### src/rtl/iter_multiplier_if.sv
// Request/response bundle between Execute and the iterative multiplier.
//   master : Execute side, drives the request and samples the result.
//   slave  : multiplier side.
// Request : start, signed_mode, long_mode, acc_en, acc_lo, acc_hi, in0, in1
// Response: busy, done, result_lo, result_hi, flag_n, flag_z
interface iter_multiplier_if #(
  parameter int W = 32
);
  logic         start;
  logic         signed_mode;
  logic         long_mode;
  logic         acc_en;
  logic [W-1:0] acc_lo;
  logic [W-1:0] acc_hi;
  logic [W-1:0] in0;
  logic [W-1:0] in1;
  logic         busy;
  logic         done;
  logic [W-1:0] result_lo;
  logic [W-1:0] result_hi;
  logic         flag_n;
  logic         flag_z;

  modport master (
    output start, signed_mode, long_mode, acc_en, acc_lo, acc_hi, in0, in1,
    input  busy, done, result_lo, result_hi, flag_n, flag_z
  );

  modport slave (
    input  start, signed_mode, long_mode, acc_en, acc_lo, acc_hi, in0, in1,
    output busy, done, result_lo, result_hi, flag_n, flag_z
  );
endinterface

### src/rtl/iter_multiplier.sv
// Iterative multiply / multiply-accumulate unit (MUL, MLA, UMULL, UMLAL,
// SMULL, SMLAL). Retires BPC multiplier bits per RUN cycle on the operand
// magnitudes and stops as soon as the remaining multiplier bits are zero;
// sign and accumulator are applied in a single FIN cycle.
// Ports:
//   clk  - rising-edge clock
//   rst  - synchronous active-high reset
//   bus  - iter_multiplier_if slave: request fields in, busy/done/results/flags out
// Parameters:
//   W    - operand width
//   BPC  - multiplier bits per cycle (1, 2 or 4; must divide W)
module iter_multiplier #(
  parameter int W   = 32,
  parameter int BPC = 2
) (
  input  logic               clk,
  input  logic               rst,
  iter_multiplier_if.slave   bus
);

  localparam int W2 = 2 * W;

  typedef enum logic [1:0] {
    IDLE,
    RUN,
    FIN
  } state_t;

  state_t state, state_next;

  // Latched request
  logic          neg;
  logic          long_q;
  logic          acc_en_q;
  logic [W-1:0]  acc_lo_q;
  logic [W-1:0]  acc_hi_q;

  // Shift-and-add datapath
  logic [W-1:0]  mplier;
  logic [W2-1:0] mcand;
  logic [W2-1:0] prod;

  // Registered outputs
  logic          done_q;
  logic [W-1:0]  result_lo_q;
  logic [W-1:0]  result_hi_q;
  logic          flag_n_q;
  logic          flag_z_q;

  // Operand magnitudes: only a signed long multiply works on |x|; the
  // W-bit negate of the most negative value yields 2^(W-1) as unsigned.
  logic          take_abs;
  logic [W-1:0]  abs0;
  logic [W-1:0]  abs1;

  always_comb begin
    take_abs = bus.signed_mode & bus.long_mode;
    abs0     = (take_abs && bus.in0[W-1]) ? (W'(0) - bus.in0) : bus.in0;
    abs1     = (take_abs && bus.in1[W-1]) ? (W'(0) - bus.in1) : bus.in1;
  end

  // Sum of the BPC shifted partial products selected by the low multiplier bits.
  logic [W2-1:0] partial;

  // NOTE: combinational blocks use blocking '=' and give every target a
  // default first, so the loop accumulates in order and no latch is inferred.
  always_comb begin
    partial = '0;
    for (int i = 0; i < BPC; i++) begin
      if (mplier[i]) partial = partial + (mcand << i);
    end
  end

  // FIN arithmetic: restore the sign, then add the accumulator modulo 2^(2W).
  logic [W2-1:0] prod_signed;
  logic [W2-1:0] acc_word;
  logic [W2-1:0] sum;

  always_comb begin
    prod_signed = neg ? (W2'(0) - prod) : prod;
    acc_word    = '0;
    if (acc_en_q) acc_word = long_q ? {acc_hi_q, acc_lo_q} : {{W{1'b0}}, acc_lo_q};
    sum         = prod_signed + acc_word;
  end

  // NOTE: clocked state uses non-blocking '<=' so every register samples
  // pre-edge values regardless of statement order.
  always_ff @(posedge clk) begin
    if (rst) state <= IDLE;
    else     state <= state_next;
  end

  always_comb begin
    state_next = state;
    case (state)
      IDLE:    if (bus.start) state_next = RUN;
      RUN:     if (mplier == '0) state_next = FIN;
      FIN:     state_next = IDLE;
      default: state_next = IDLE;
    endcase
  end

  // NOTE: every datapath register, not only the control state, is cleared on
  // reset so an aborted operation leaves nothing behind.
  always_ff @(posedge clk) begin
    if (rst) begin
      neg         <= 1'b0;
      long_q      <= 1'b0;
      acc_en_q    <= 1'b0;
      acc_lo_q    <= '0;
      acc_hi_q    <= '0;
      mplier      <= '0;
      mcand       <= '0;
      prod        <= '0;
      done_q      <= 1'b0;
      result_lo_q <= '0;
      result_hi_q <= '0;
      flag_n_q    <= 1'b0;
      flag_z_q    <= 1'b0;
    end else begin
      done_q <= 1'b0;
      case (state)
        IDLE: begin
          if (bus.start) begin
            neg      <= take_abs & (bus.in0[W-1] ^ bus.in1[W-1]);
            long_q   <= bus.long_mode;
            acc_en_q <= bus.acc_en;
            acc_lo_q <= bus.acc_lo;
            acc_hi_q <= bus.acc_hi;
            mplier   <= abs0;
            mcand    <= {{W{1'b0}}, abs1};
            prod     <= '0;
          end
        end
        RUN: begin
          // An exhausted multiplier costs one extra cycle with no add.
          if (mplier != '0) begin
            prod   <= prod + partial;
            mplier <= mplier >> BPC;
            mcand  <= mcand << BPC;
          end
        end
        FIN: begin
          result_lo_q <= sum[W-1:0];
          result_hi_q <= long_q ? sum[W2-1:W] : '0;
          flag_n_q    <= long_q ? sum[W2-1] : sum[W-1];
          flag_z_q    <= long_q ? (sum == '0) : (sum[W-1:0] == '0);
          done_q      <= 1'b1;
        end
        default: ;
      endcase
    end
  end

  assign bus.busy      = (state != IDLE);
  assign bus.done      = done_q;
  assign bus.result_lo = result_lo_q;
  assign bus.result_hi = result_hi_q;
  assign bus.flag_n    = flag_n_q;
  assign bus.flag_z    = flag_z_q;

endmodule
### src/flat_wrapper.sv
// flat-port wrapper written by rule: the top's interface ports become plain ports
module iter_multiplier_flat 
#(
  parameter int W   = 32,
  parameter int BPC = 2
)
  (clk, rst, bus_start, bus_signed_mode, bus_long_mode, bus_acc_en, bus_acc_lo, bus_acc_hi, bus_in0, bus_in1, bus_busy, bus_done, bus_result_lo, bus_result_hi, bus_flag_n, bus_flag_z);
  iter_multiplier_if #(.W(W)) bus_i ();
  input  logic clk;
  input  logic rst;
  input wire logic [$bits(bus_i.start)-1:0] bus_start;
  input wire logic [$bits(bus_i.signed_mode)-1:0] bus_signed_mode;
  input wire logic [$bits(bus_i.long_mode)-1:0] bus_long_mode;
  input wire logic [$bits(bus_i.acc_en)-1:0] bus_acc_en;
  input wire logic [$bits(bus_i.acc_lo)-1:0] bus_acc_lo;
  input wire logic [$bits(bus_i.acc_hi)-1:0] bus_acc_hi;
  input wire logic [$bits(bus_i.in0)-1:0] bus_in0;
  input wire logic [$bits(bus_i.in1)-1:0] bus_in1;
  output wire logic [$bits(bus_i.busy)-1:0] bus_busy;
  output wire logic [$bits(bus_i.done)-1:0] bus_done;
  output wire logic [$bits(bus_i.result_lo)-1:0] bus_result_lo;
  output wire logic [$bits(bus_i.result_hi)-1:0] bus_result_hi;
  output wire logic [$bits(bus_i.flag_n)-1:0] bus_flag_n;
  output wire logic [$bits(bus_i.flag_z)-1:0] bus_flag_z;
  assign bus_i.start = bus_start;
  assign bus_i.signed_mode = bus_signed_mode;
  assign bus_i.long_mode = bus_long_mode;
  assign bus_i.acc_en = bus_acc_en;
  assign bus_i.acc_lo = bus_acc_lo;
  assign bus_i.acc_hi = bus_acc_hi;
  assign bus_i.in0 = bus_in0;
  assign bus_i.in1 = bus_in1;
  assign bus_busy = bus_i.busy;
  assign bus_done = bus_i.done;
  assign bus_result_lo = bus_i.result_lo;
  assign bus_result_hi = bus_i.result_hi;
  assign bus_flag_n = bus_i.flag_n;
  assign bus_flag_z = bus_i.flag_z;
  iter_multiplier #(.W(W), .BPC(BPC)) u_core (.clk(clk), .rst(rst), .bus(bus_i));
endmodule
### config.mk
export PLATFORM = sky130hd
export DESIGN_NAME = iter_multiplier_flat
export DESIGN_NICKNAME = d
export VERILOG_FILES = /design/src/rtl/iter_multiplier_if.sv /design/src/rtl/iter_multiplier.sv /design/src/flat_wrapper.sv
export SDC_FILE = /design/constraint.sdc
export NUM_CORES = 1
export LEC_CHECK = 0
export CORE_ASPECT_RATIO = 0.8
export CORE_UTILIZATION = 43
export CTS_CLUSTER_DIAMETER = 100
export DETAILED_ROUTE_END_ITERATION = 10
export SYNTH_ARGS = -nofsm -noshare
export SYNTH_HDL_FRONTEND = slang
export SYNTH_SLANG_ARGS = --single-unit
export TNS_END_PERCENT = 50
### constraint.sdc
create_clock -name clk -period 8.7 [get_ports clk]
set_clock_uncertainty 0.15 [all_clocks]
set_input_delay 0.87 -clock clk [delete_from_list [all_inputs] [get_ports clk]]
set_output_delay 0.87 -clock clk [all_outputs]
set_load 0.01 [all_outputs]
# Word level (Yosys, flattened, before mapping)
# Cells that the tools add are included.
# op_classes
reduce_logical	12
mux	23
n_eq_ne	5
bitwise	3
n_addsub	6
# ops
op	n
64-bit 2-to-1 mux	9
64-bit case mux with 2 select lines	2
64-bit adder	3
32-bit 2-to-1 mux	5
32-bit logical NOT	2
64-bit logical NOT	1
32-bit case mux with 2 select lines	1
1-bit by 32-bit subtractor with 32-bit output (first input constant)	2
1-bit by 64-bit subtractor with 64-bit output (first input constant)	1
32-bit nonzero test	1
2-bit 2-to-1 mux	2
2-bit by 1-bit inequality test with 1-bit output (second input constant)	2
2-bit case mux with 2 select lines	1
2-bit AND reduction	2
2-bit nonzero test	2
1-bit 2-to-1 mux	3
3-bit AND reduction	1
1-bit bitwise AND	2
2-bit by 1-bit equality test with 1-bit output (second input constant)	1
2-bit equality test (second input constant)	1
1-bit logical AND	2
2-bit logical NOT	1
2-bit inequality test (second input constant)	1
1-bit XOR	1
# word_totals
in_bits	134
reg_bits	296
elab_cells	63

# Logic depth before layout (Yosys ltp)
# depth
word_depth	6
depth_mapped	35
mapped_depth_nobuf	29

# Worst setup path before layout
# Ideal clock, no wire load.
# synth_path
path_type	reg2reg
startpoint	reg u_core.mplier[0]
endpoint	reg u_core.prod[62]
stages_incl_launch_ff	33
synth_period_minus_slack_ns	7.444
path_slack_ns	1.256
t_required_ns	8.476
path_buffers	6
arrival_ns	7.220
setup_ns	0.074
cell_sequence	dfxtp_1 clkbuf_1 clkbuf_1 clkbuf_1 clkbuf_1 clkbuf_1 clkbuf_1 nand2_1 inv_1 ha_1 inv_1 fa_1 nand2b_1 a21oi_1 o21ai_0 a2bb2oi_1 o21ai_0 xnor2_1 nor2_1 xnor2_1 ha_1 and4_1 nand3_1 or2_2 o22a_1 o211ai_1 a211oi_1 o41a_1 or4b_2 a21oi_1 a41oi_1 xor2_1 o21ai_0
# synth_via
elab_chain_cells	6
# synth_lines
item	line	text
from (decl)	iter_multiplier.sv:39	logic [W-1:0] mplier;
from (signal assigned)	iter_multiplier.sv:130	mplier <= abs0;
from (signal assigned)	iter_multiplier.sv:139	mplier <= mplier >> BPC;
64-bit 2-to-1 mux	iter_multiplier.sv:70	if (mplier[i]) partial = partial + (mcand << i);
64-bit adder	iter_multiplier.sv:70	
64-bit 2-to-1 mux	iter_multiplier.sv:70	
64-bit adder	iter_multiplier.sv:138	prod <= prod + partial;
64-bit 2-to-1 mux	iter_multiplier.sv:137	if (mplier != '0) begin
64-bit case mux with 2 select lines	iter_multiplier.sv:122	case (state)
to (signal assigned)	iter_multiplier.sv:138	
to (decl)	iter_multiplier.sv:41	logic [W2-1:0] prod;
# Several ways; a longest one is shown, not always the timed one. The select of a mux whose other input is x is not followed.
# A chain may end at the register's enable or synchronous reset.

# Worst setup path in the final report
# layout_path
startpoint	reg u_core.mcand[1]
endpoint	reg u_core.prod[57]
# layout_via
elab_chain_cells	6
# layout_lines
item	line	text
from (decl)	iter_multiplier.sv:40	logic [W2-1:0] mcand;
from (signal assigned)	iter_multiplier.sv:131	mcand <= {{W{1'b0}}, abs1};
from (signal assigned)	iter_multiplier.sv:140	mcand <= mcand << BPC;
64-bit 2-to-1 mux	iter_multiplier.sv:70	
64-bit adder	iter_multiplier.sv:70	
64-bit 2-to-1 mux (*)	iter_multiplier.sv:70	
64-bit adder (*)	iter_multiplier.sv:138	
64-bit 2-to-1 mux (*)	iter_multiplier.sv:137	
64-bit case mux with 2 select lines (*)	iter_multiplier.sv:122	
# Every way passes the cells marked *; elsewhere a longest branch is shown, timed or not. The select of a mux whose other input is x is not followed.

==> results.txt <==
total inserted antenna cells = 0
post-layout worst setup margin = 1.600 ns
count of buffer and inverter cells on the critical path = 2
Worst Setup Slack post-DPL = 1.662 ns
worst slew margin relative to its limit = 30.18%
total nets after synthesis = 4,033
via count of the first global-routing pass = 23.43k
H-Tree Depth = 2
switching share of total power = 30.76%
detailed-route via count = 26.63k
top post-synthesis cells by area = sky130_fd_sc_hd__dfxtp_1 (22%), sky130_fd_sc_hd__a21oi_1 (7.9%), sky130_fd_sc_hd__ha_1 (7.9%)
Die ar. = 63,020 um2
worst reg2reg endpoint = u_core.prod[57]
clock network power share = 40.9%
die extent in x = 280.4 um
area grow syn2layout = 13.05%
part of the total power dissipated in combinational logic = 17.4%
area leader, netlist = sky130_fd_sc_hd__dfxtp_1
distinct cell type count of the synthesized netlist = 89
residual antenna-violating net count after detailed routing = 0
register area share after synthesis = 22.22%
mean area per synthesized cell = 7.155 um2
RSZ-0062 raised after global routing = no
number of fillers in the final layout = 6,258
post-layout min period = 7.100 ns
critical path's most frequent cell = sky130_fd_sc_hd__o21ai_0
Yosys Warn Count = 0
flops & latches, synth = 296
Static Leakage = 12.21 nW
number of antenna violations at the first check in global routing = 0
maximum ir drop on the vdd rail = 0.09513 mV
number of setup buffers added after CTS = 0
cell at the root of the clock tree = sky130_fd_sc_hd__clkbuf_16
Data arrival, critical path = 7.43 ns
Internal Pwr Total = 2.481 mW
proportion of register bits with asynchronous set or reset after synthesis = 0%
Setup Viol. Count Final = 0
achievable frequency = 140.8 MHz
CTS buffer count = 35
worst setup path startpoint = u_core.mcand[1]
number of hold buffers added after CTS = 0
maximum number of pins on one net before global-route repair = 90
most used standard cells in the synthesized netlist = sky130_fd_sc_hd__nand2_1 (561), sky130_fd_sc_hd__a21oi_1 (423), sky130_fd_sc_hd__dfxtp_1 (296), sky130_fd_sc_hd__nor2_1 (279), sky130_fd_sc_hd__o21ai_0 (236)
pwr dens = 118.9 nW/um2
Max-cap violations = 0
path type of the worst setup path = reg2reg
origin of the critical flop-to-flop path = u_core.mcand[1]
half-perimeter wire length after placement = 62,320 um
clock insertion delay at the later pin of the skew report = 0.58 ns
startpoint class of the critical path = register
Resized Gates After CTS = 0
Min-Delay Path Class = reg2reg
port bufs = 201
grt total ovfl = 0
Max Slew Vio Count = 0
Total Neg Setup Slack = 0 ns
number of rows created at floorplan = 81
post-synthesis instance area = 26,670 um2
buffer depth of the longest clock path = 3
violation count after the first detailed-route iteration = 2,235
nets = 4,057
worst endpoint required time = 9.03 ns
global-route total usage across every layer = 25.05%
Worst path top cell family by delay = compound AO/OA/AOI/OAI gates
Psw = 1.102 mW
hold path startpoint = u_core.acc_hi_q[25]
end point of the worst hold path = u_core.acc_hi_q[25]
final clock period utilization by the worst path = 81.61%
proportion of power drawn by flip-flops and latches = 41.7%
gate count of the mapped netlist = 3,727
number of enable flip-flop cells after synthesis = 0
global-route wire length before repair = 128,800 um
run status = finished, final reports clean
area share of the largest cell type after synthesis = 22.22%
fraction of met2 tracks used by global routing = 34.27%
routability congestion estimate = 0.9398
grt met1 use = 40.90%
1st-pass router iterations = 5
TritonCTS clock tree = built
aggregate routed wire length = 81,300 um
dominant cell by count in the synthesized netlist = sky130_fd_sc_hd__nand2_1
global-route layer with the greatest usage = met1
hold-critical path depth = 2
most common flop cell mapped by yosys = sky130_fd_sc_hd__dfxtp_1
initial core utilization = 43.56%
register-to-register setup slack = 1.60 ns
Final Core Density = 49.25%
I/O pin count = 202
final hold vios = 0
clock-pin slew of the registers on the worst-case setup and hold paths = 0.06 ns
die boundary height = 224.7 um
critical-path maximum fanout = 5
clock net sink count = 296
remaining routing DRC violations = 0
standard cell with the maximum stage delay on the critical path = sky130_fd_sc_hd__o21ai_0
ratio of routed vias to standard cells = 5.782
Register-to-Register Path Depth = 28
actual slew at the worst max-slew pin = 1.047 ns
stage delay of the slowest cell on the critical path = 0.63 ns
wire length per cell = 17.65 um
core area = 61,210 um2
met3 global-route usage = 2.784%
crit end category = register
share of cells above drive strength 1 = 4.025%
## worst max-delay path by stage
stage          slack [ns]         endpoint  depth (start not counted)
2_1_floorplan        1.26  u_core.prod[62]                         32
3_3_place_gp         1.75  u_core.prod[57]                         28
3_5_place_dp         1.66  u_core.prod[57]                         28
4_1_cts              1.65  u_core.prod[57]                         28
5_1_grt               1.0  u_core.prod[57]                         28
6_report             1.60  u_core.prod[57]                         28
## registers in the layout, summed over array words and instances (netlist names)
register	flops
u_core.long_q	1
u_core.mcand	64
u_core.neg	1
u_core.acc_en_q	1
u_core.bus.flag_z	1
u_core.bus.flag_n	1
u_core.acc_lo_q	32
u_core.prod	64
u_core.mplier	32
u_core.bus.done	1
u_core.bus.result_lo	32
u_core.bus.result_hi	32
u_core.state	2
u_core.acc_hi_q	32
## cell families after synthesis
| family | Yosys count | synth area share (%) |
|---|---|---|
| and+or+nand+nor | 1427 | 25.89 |
| DFF | 296 | 22.22 |
| AOI/OAI and AO/OA | 1206 | 28.54 |
| xor gates and xnor gates | 297 | 9.755 |
| adders and majority gates | 173 | 8.192 |
| muxes | 29 | 1.187 |
| buffers and inverters | 299 | 4.218 |
## routing by layer
| metal | routed length (um) | share of wire [%] |
|---|---|---|
| met4 | 1110 | 1.4 |
| met3 | 4884 | 6.0 |
| met1 | 44150 | 54 |
| met2 | 31150 | 38 |
| met5 | 0 | 0 |
## layout make-up
type | instances | area, um2 | share of cell area, %
clock buffers | 45 | 963.4 | 3.196
clock inverters | 17 | 157.7 | 0.5230
inverters | 66 | 247.7 | 0.8218
multi-input cells | 3132 | 19650 | 65.19
flip-flops and latches | 296 | 5932 | 19.68
well taps | 830 | 1039 | 3.445
repair buffers | 220 | 2156 | 7.151
## metrics by stage
| stage | total power, mW | hold WS, ns | std cells | area [um2] |
|---|---|---|---|---|
| floorplan | 1.930 | 0.2817 | 3727 | 26670 |
| global placement | 2.140 | 0.2893 | 4544 | 29030 |
| detailed placement | 2.139 | 0.2941 | 4544 | 29030 |
| CTS | 3.615 | 0.3025 | 4606 | 30150 |
| global route | 3.736 | 0.3152 | 4606 | 30150 |
| finish | 3.583 | 0.3007 | 4606 | 30150 |
## worst register-to-register path: cells and delay by family (launching register included)
family,cells,cell delay (ns)
compound gates,15,4.22
fa+ha+maj,3,0.94
simple gates,5,0.59
flops,1,0.42
xor+xnor,2,0.31
mux,1,0.29
buf+inv,2,0.11
## power by group through the flow
stage,clock (mW),sequential [mW],combinational (mW)
floorplan,0,1.46,0.468
CTS,1.50,1.49,0.621
finish,1.47,1.49,0.623
global placement,0,1.52,0.620
detailed placement,0,1.52,0.619
global route,1.55,1.50,0.687
## cells in the final DEF (no fill, tap or decap), types with 19 or more instances in the layout
master	n
sky130_fd_sc_hd__a211oi_1	47
sky130_fd_sc_hd__a21o_1	103
sky130_fd_sc_hd__a21oi_1	423
sky130_fd_sc_hd__a22o_1	40
sky130_fd_sc_hd__a22oi_1	50
sky130_fd_sc_hd__a31oi_1	27
sky130_fd_sc_hd__and2_1	85
sky130_fd_sc_hd__and3_1	58
sky130_fd_sc_hd__buf_4	19
sky130_fd_sc_hd__clkbuf_16	35
sky130_fd_sc_hd__clkdlybuf4s50_1	200
sky130_fd_sc_hd__dfxtp_1	293
sky130_fd_sc_hd__ha_1	169
sky130_fd_sc_hd__inv_1	65
sky130_fd_sc_hd__mux2_2	21
sky130_fd_sc_hd__nand2_1	560
sky130_fd_sc_hd__nand2b_1	28
sky130_fd_sc_hd__nand3_1	63
sky130_fd_sc_hd__nand4_1	51
sky130_fd_sc_hd__nor2_1	276
sky130_fd_sc_hd__nor2b_1	40
sky130_fd_sc_hd__nor3_1	62
sky130_fd_sc_hd__nor4_1	45
sky130_fd_sc_hd__o211ai_1	31
sky130_fd_sc_hd__o21a_1	24
sky130_fd_sc_hd__o21ai_0	235
sky130_fd_sc_hd__o21bai_1	23
sky130_fd_sc_hd__o31ai_1	38
sky130_fd_sc_hd__or2_2	20
sky130_fd_sc_hd__or3_1	35
sky130_fd_sc_hd__xnor2_1	190
sky130_fd_sc_hd__xor2_1	107
Power figures use the tool's default switching activity.
